File: config.mk
export PLATFORM = sky130hd
export DESIGN_NAME = pipe_stage_reg
export DESIGN_NICKNAME = d
export VERILOG_FILES = /design/src/rtl/pipe_pkg.sv /design/src/rtl/sat_counter.sv /design/src/rtl/pipe_stage_reg.sv
export SDC_FILE = /design/constraint.sdc
export NUM_CORES = 1
export LEC_CHECK = 0
export CORE_MARGIN = 10
export CORE_UTILIZATION = 53
export CTS_BUF_LIST = sky130_fd_sc_hd__clkbuf_4
export DETAILED_ROUTE_END_ITERATION = 6
export HOLD_SLACK_MARGIN = 0.08
export PLACE_DENSITY = 0.9
export SYNTH_ARGS = -nofsm -noshare
export SYNTH_HDL_FRONTEND = slang
export SYNTH_SLANG_ARGS = --single-unit
File: constraint.sdc
create_clock -name CLK -period 3.8 [get_ports CLK]
set_clock_uncertainty 0.05 [all_clocks]
set_input_delay 0.76 -clock CLK [delete_from_list [all_inputs] [get_ports CLK]]
set_output_delay 0.76 -clock CLK [all_outputs]
set_load 0.1 [all_outputs]
File: src/rtl/pipe_pkg.sv
// pipe_pkg: shared definitions for the elastic pipeline stage register.
//   ST_EMPTY / ST_ONE / ST_TWO : stage occupancy states, also the occupancy value
//   pipe_state_t               : 2-bit state type
//   MIPS_NOP                   : all-zero instruction word used as the bubble
package pipe_pkg;

    typedef logic [1:0] pipe_state_t;

    localparam pipe_state_t ST_EMPTY = 2'd0;
    localparam pipe_state_t ST_ONE   = 2'd1;
    localparam pipe_state_t ST_TWO   = 2'd2;

    localparam logic [31:0] MIPS_NOP = 32'h0000_0000;

endpackage

File: src/rtl/sat_counter.sv
// sat_counter: saturating up-counter for performance events.
//   CLK   : clock
//   rst   : synchronous active-high clear
//   inc   : count one event this cycle
//   count : current value, sticks at all-ones
module sat_counter #(
    parameter int CNT_W = 16
) (
    input  logic             CLK,
    input  logic             rst,
    input  logic             inc,
    output logic [CNT_W-1:0] count
);

    logic [CNT_W-1:0] r_count;

    always_ff @(posedge CLK) begin
        if (rst)
            r_count <= '0;
        else if (inc && (r_count != {CNT_W{1'b1}}))
            r_count <= r_count + 1'b1;
    end

    assign count = r_count;

endmodule

File: src/rtl/pipe_stage_reg.sv
// pipe_stage_reg: elastic valid/ready pipeline stage with optional skid entry,
// field-preserving flush and a saturating stall counter.
//   CLK, rst            : clock, synchronous active-high reset
//   flush               : kill contents, load bubble merged with kept in_data fields
//   in_valid/in_ready   : upstream handshake, in_data payload
//   out_valid/out_ready : downstream handshake, out_data payload (main entry)
//   occupancy           : entries held (0..2), equals the state encoding
//   stall_cnt           : cycles with out_valid & !out_ready, saturating
module pipe_stage_reg
    import pipe_pkg::*;
#(
    parameter int               WIDTH     = 32,
    parameter bit               SKID      = 1'b1,
    parameter logic [WIDTH-1:0] BUBBLE    = '0,
    parameter logic [WIDTH-1:0] KEEP_MASK = '0,
    parameter int               CNT_W     = 16
) (
    input  logic             CLK,
    input  logic             rst,
    input  logic             flush,
    input  logic             in_valid,
    output logic             in_ready,
    input  logic [WIDTH-1:0] in_data,
    output logic             out_valid,
    input  logic             out_ready,
    output logic [WIDTH-1:0] out_data,
    output logic [1:0]       occupancy,
    output logic [CNT_W-1:0] stall_cnt
);

    pipe_state_t      r_state, w_nxt_state;
    logic [WIDTH-1:0] r_main;
    logic [WIDTH-1:0] w_skid_data;
    logic             w_in_ready, w_out_valid;
    logic             w_accept, w_drain;
    logic             w_load_main_in, w_load_main_skid, w_load_skid;

    // With a skid entry, in_ready comes straight from the state register so
    // out_ready never reaches upstream combinationally.
    generate
        if (SKID) begin : g_rdy_skid
            assign w_in_ready = (r_state != ST_TWO);
        end else begin : g_rdy_noskid
            assign w_in_ready = (r_state == ST_EMPTY) || out_ready;
        end
    endgenerate

    assign w_out_valid = (r_state != ST_EMPTY);
    assign w_accept    = in_valid && w_in_ready;
    assign w_drain     = w_out_valid && out_ready;

    // State register
    always_ff @(posedge CLK) begin
        if (rst || flush)
            r_state <= ST_EMPTY;
        else
            r_state <= w_nxt_state;
    end

    // Next-state logic. Without a skid entry, accept in ONE implies drain,
    // so TWO is never reached.
    always_comb begin
        w_nxt_state = r_state;
        case (r_state)
            ST_EMPTY: if (w_accept) w_nxt_state = ST_ONE;
            ST_ONE: begin
                if (w_accept && !w_drain)      w_nxt_state = ST_TWO;
                else if (!w_accept && w_drain) w_nxt_state = ST_EMPTY;
            end
            ST_TWO:   if (w_drain) w_nxt_state = ST_ONE;
            default:  w_nxt_state = ST_EMPTY;
        endcase
    end

    // Datapath load controls
    always_comb begin
        w_load_main_in   = 1'b0;
        w_load_main_skid = 1'b0;
        w_load_skid      = 1'b0;
        case (r_state)
            ST_EMPTY: w_load_main_in = w_accept;
            ST_ONE: begin
                w_load_main_in = w_accept && w_drain;
                w_load_skid    = w_accept && !w_drain;
            end
            ST_TWO:   w_load_main_skid = w_drain;
            default: ;
        endcase
    end

    // Main entry. A drain without refill leaves the old payload in place.
    always_ff @(posedge CLK) begin
        if (rst)
            r_main <= BUBBLE;
        else if (flush)
            r_main <= (in_data & KEEP_MASK) | (BUBBLE & ~KEEP_MASK);
        else if (w_load_main_in)
            r_main <= in_data;
        else if (w_load_main_skid)
            r_main <= w_skid_data;
    end

    generate
        if (SKID) begin : g_skid
            logic [WIDTH-1:0] r_skid;
            always_ff @(posedge CLK) begin
                if (rst || flush)
                    r_skid <= BUBBLE;
                else if (w_load_skid)
                    r_skid <= in_data;
            end
            assign w_skid_data = r_skid;
        end else begin : g_noskid
            assign w_skid_data = BUBBLE;
        end
    endgenerate

    sat_counter #(.CNT_W(CNT_W)) u_stall_cnt (
        .CLK   (CLK),
        .rst   (rst),
        .inc   (w_out_valid && !out_ready),
        .count (stall_cnt)
    );

    assign in_ready  = w_in_ready;
    assign out_valid = w_out_valid;
    assign out_data  = r_main;
    assign occupancy = r_state;

endmodule

After elaboration in Yosys (flattened, before gate mapping)
Cells that the tools add are included.
- add/sub/neg operators: 1
- eq/ne operators: 7
- muxes and demuxes: 10
- reduce and logical (&&, ||, !) cells: 16
- operator list (operator ; number):
    2-to-1 mux 32 bit ; 2
    adder 16 x 1 -> 16 bit (second input constant) ; 1
    inequality test 16 bit (second input constant) ; 1
    2-to-1 mux 2 bit ; 4
    logical AND 1 bit ; 7
    inequality test 2 bit (second input constant) ; 3
    one-hot mux 2 bit (3 select lines) ; 1
    nonzero test 2 bit ; 2
    zero test 1 bit ; 3
    inequality test 3 bit (second input constant) ; 1
    AND reduction 3 bit ; 1
    equality test 2 x 1 -> 1 bit (second input constant) ; 1
    equality test 2 bit (second input constant) ; 1
    zero test 2 bit ; 1
    2-to-1 mux 1 bit ; 2
    one-hot mux 1 bit (2 select lines) ; 1
    OR reduction 2 bit ; 1
    logical OR 1 bit ; 1
- register bits: 82
- bits of input ports: 37
- output and inout port bits: 52
- logic and storage cells: 38

Logic depth before layout (Yosys ltp)
- word-level depth: 7
- mapped depth: 6
- depth with buffers taken out: 5

Hierarchy
From an unflattened synthesis, not the netlist that was laid out.
- cells, all modules: 439
- area total of the unflattened synthesis: 3719.8 um^2
- by module, submodules not included (module ; times used ; cells an instance ; area each (um^2) ; sequential area each (um^2)):
    pipe_stage_reg ; 1 ; 340 ; 2871.5 ; 1321.3
    sat_counter ; 1 ; 99 ; 848.3 ; 320.3

Worst setup path before layout
Ideal clock, no wire load.
- path type: flip-flop to output port
- from: register r_state[0], in the netlist occupancy[0]
- to: output port in_ready
- data arrival time: 1.925 ns
- data required time: 2.990 ns
- slack: 1.065 ns
- stages on the path, launching flop included: 2
- buffers on the path: 0
- path through: dfxtp_1 -> nand2b_1
- longest elaborated chain between the ends: 1
- ends and longest elaborated chain (element ; RTL line ; text):
    start: declaration ; pipe_stage_reg.sv:31 ; pipe_state_t r_state, w_nxt_state;
    start signal: assignment ; pipe_stage_reg.sv:57 ; r_state <= w_nxt_state;
    inequality test 2 bit ; pipe_stage_reg.sv:42 ; assign w_in_ready = (r_state != ST_TWO);
    end: declaration ; pipe_stage_reg.sv:22 ; output logic in_ready,
Every way passes these cells.

Worst setup path after layout
- from: register r_state[1], in the netlist occupancy[1]
- to: output port occupancy[1]
- RTL lines (element ; RTL line ; text):
    end: declaration ; pipe_stage_reg.sv:27 ; output logic [1:0] occupancy,
No word-level cell between the ends.

==> impl_metrics.env <==
export IMPL_maxCapViolCount=0
export IMPL_pwr_share_clk_pct=31.4
export IMPL_timing_critical_path_slowest_cell_delay_ns=1.22
export IMPL_synthDistinctLibCells=35
export IMPL_worst_slack_ns=0.787
export IMPL_die_width_microns=98.5
export IMPL_die_y_microns=98.5
export IMPL_postRouteAntennaNets=0
export IMPL_synthesis_area_sq_um=3260
export IMPL_post_synth_cell_area_avg_sq_um=8.18
export IMPL_p_sw_share_pct=29.8
export IMPL_drive_above_1_share_pct=7.23
export IMPL_final_max_slew_violation_count=0
export IMPL_num_nets_final=517
export IMPL_ys_seq_elements=82
export IMPL_p_int_mw=1.16
export IMPL_critical_path_reg2reg_endpoint="u_stall_cnt.count[7]"
export IMPL_wl_met3_microns=626
export IMPL_postRouteWirelength_microns=9000
export IMPL_ir_worst_vdd_mv=0.367
export IMPL_power_leakage_nw=1.39
export IMPL_top_level_ports=89
export IMPL_timing_hold_worst_path_depth=2
export IMPL_yosys_most_used_dff="dfxtp_1"
export IMPL_cts_sinks=82
export IMPL_pwr_share_comb_pct=15.3
export IMPL_netlist_area_leader_share_pct=50.3
export IMPL_power_density_nw_per_um2=381
export IMPL_tritoncts="built"
export IMPL_crit_slowest_cell="clkdlybuf4s50_1"
export IMPL_clock_tree_htree_level_count=3
export IMPL_drt_wirelength_per_cell_microns=16.1
export IMPL_cts_root_buf="clkbuf_4"
export IMPL_holdCritStartpoint="out_data[5]"
export IMPL_topRoutingLayerUsed="met4"
export IMPL_seq_total_area_yosys_pct=50.3
export IMPL_fmax_ghz=0.332
export IMPL_yosysMostFrequentCell="nand2_1"
export IMPL_initial_utilization_pct=54.8
export IMPL_worstHoldPathType="register to register"
export IMPL_rsz0062_at_grt="no"
export IMPL_worstPathRequired_ns=2.99
export IMPL_yosys_top_cells_area="dfxtp_1 50%, nand2_1 12%, a21oi_1 12%"
export IMPL_dpl_worst_slack_ns=0.810
export IMPL_antenna_cells=0
export IMPL_worstPathMaxFanout=10
export IMPL_std_cell_rows=28
export IMPL_dp_final_hpwl_microns=6240
export IMPL_whs_endpoint="out_data[5]"
export IMPL_wl_met1_microns=3640
export IMPL_critical_path_buf_inv_count=1
export IMPL_run_status="completed"
export IMPL_finalCriticalPeriod_ns=3.01
export IMPL_first_global_vias=3114
export IMPL_ctsHoldBuffers=0
export IMPL_r2r_worst_path_cells=5
export IMPL_dr_wl_met2_microns=4570
export IMPL_rr_startpoint="u_stall_cnt.count[0]"
export IMPL_design_die_area_sq_um=9700
export IMPL_postCtsSetupRepairBufs=0
export IMPL_detail_route_first_pass_iterations=5
export IMPL_tightestPinTransition_ns=1.11
export IMPL_synth_top_cells_by_count="102 x nand2_1, 82 x dfxtp_1, 76 x a21oi_1"
export IMPL_worst_skew_pair_late_latency_ns=0.41
export IMPL_postPlaceCellArea_sq_um=4210
export IMPL_congestion_overflow_gr=0
export IMPL_critical_path_cell_chain="clkdlybuf4s50_1"
export IMPL_grt_start_max_net_pins=55
export IMPL_ratio_of_final_minimum_period_to_clock_period_pct=79.3
export IMPL_reg2reg_setup_slack_ns=1.54
export IMPL_postSynth_asyncResetShare_pct=0
export IMPL_antenna_violations_before_repair=0
export IMPL_drc_errors=0
export IMPL_final_hold_vios=0
export IMPL_synth_enable_flop_cells=0
export IMPL_floorplan_core_area_sq_um=5960
export IMPL_tritoncts_num_buffers=9
export IMPL_path_clk_slew_ns=0.12
export IMPL_total_power_mw=1.66
export IMPL_critical_path_class="register to primary output"
export IMPL_first_iter_violations=205
export IMPL_netlist_top_cell_by_area="dfxtp_1"
export IMPL_design_area_sq_um=4350
export IMPL_via_count=3253
export IMPL_yosys_warnings=0
export IMPL_area_growth_synth_to_final_pct=33.3
export IMPL_switching_power_mw=0.494
export IMPL_buffer_ports_inserted=88
export IMPL_critPathArrivalTime_ns=2.20
export IMPL_clockBufferDepth=2
export IMPL_syn_instance_count=399
export IMPL_start_kind="register"
export IMPL_post_cts_resize_count=0
export IMPL_final_setup_violations=0
export IMPL_global_route_wire_length_before_repair_microns=14800
export IMPL_timing_slew_headroom_pct=26.0
export IMPL_power_share_sequential_pct=53.3
export IMPL_fin_tns_setup_ns=0
export IMPL_place_congestion=0.924
export IMPL_synth_net_count=437
export IMPL_endpoint_kind="primary output"
export IMPL_cp_top_family="buffers and inverters"
export IMPL_route_detailed_vias_per_inst=5.82
export IMPL_grt_util_all_layers_pct=17.8
==> power groups by stage <==
stage	combinational, mW	clock [mW]	sequential (mW)
after floorplan	0.0702	0	0.992
after global placement	0.249	0	0.903
after CTS	0.253	0.528	0.884
final	0.253	0.520	0.884
after detailed placement	0.252	0	0.903
after global routing	0.267	0.562	0.887
==> layer usage <==
| layer | vias to the layer above | global-route usage (%) |
|---|---|---|
| met2 | 110 | 29.9 |
| li1 | 1569 | - |
| met4 | 0 | 7.94 |
| met3 | 17 | 4.96 |
| met1 | 1557 | 20.6 |
| met5 | - | 0 |
==> how the worst max path moves through the flow <==
stage / from / endpoint / cells past startpoint / slack, ns
finish: occupancy[1] / occupancy[1] / 1 / 0.79
global route: occupancy[1] / occupancy[1] / 1 / 0.71
CTS: occupancy[1] / occupancy[1] / 1 / 0.78
detailed placement: out_ready / u_stall_cnt.count[13] / 5 / 0.81
global placement: out_ready / u_stall_cnt.count[13] / 5 / 0.93
floorplan: occupancy[0] / in_ready / 1 / 1.06
==> flip-flops by register name (all words and copies together), names as in the netlist <==
name / cells
u_stall_cnt.count: 16
occupancy: 2
out_data: 32
g_skid.r_skid: 32
==> cells by family (layout without fill, tap and decap cells) <==
family	count (synthesis)	in the layout	synth area share, %
multiplexers	2	2	0.652
flip-flops	82	82	50.3
XOR/XNOR	1	1	0.268
adder cells (fa/ha/maj)	1	1	0.383
AND/OR/NAND/NOR	155	155	21.2
buffers and inverters	30	115	3.49
AO/OA/AOI/OAI	128	128	23.7
==> area by class of cell <==
cell class	count	area (sq um)
Multi-Input combinational cell	287	1520
Inverter	4	15.0
Fill cell	465	1600
Clock inverter	7	76.3
Timing Repair Buffer	95	941
Sequential cell	82	1640
Tap cell	75	93.8
Clock buffer	9	67.6
==> placed cells by master, fill, tap and decap left out, drive strengths merged, types with 5 or more instances in the layout <==
cell | synthesis | final
a21oi | 76 | 76
a22oi | 31 | 31
buf | 0 | 9
clkbuf | 26 | 9
clkdlybuf4s50 | 0 | 86
dfxtp | 82 | 82
inv | 4 | 6
nand2 | 102 | 102
nand3 | 9 | 9
nor2 | 10 | 10
nor3 | 5 | 5
o31ai | 5 | 5
or4 | 6 | 6
==> stage by stage <==
step	std cells	utilization (%)	hold slack (ns)
finish	559	73.1	0.412
global route	559	73.1	0.436
CTS	559	73.1	0.414
detailed placement	543	70.7	0.396
global placement	543	70.7	0.391
floorplan	399	-	0.386
Note: power is estimated with default switching activity, not from simulation.
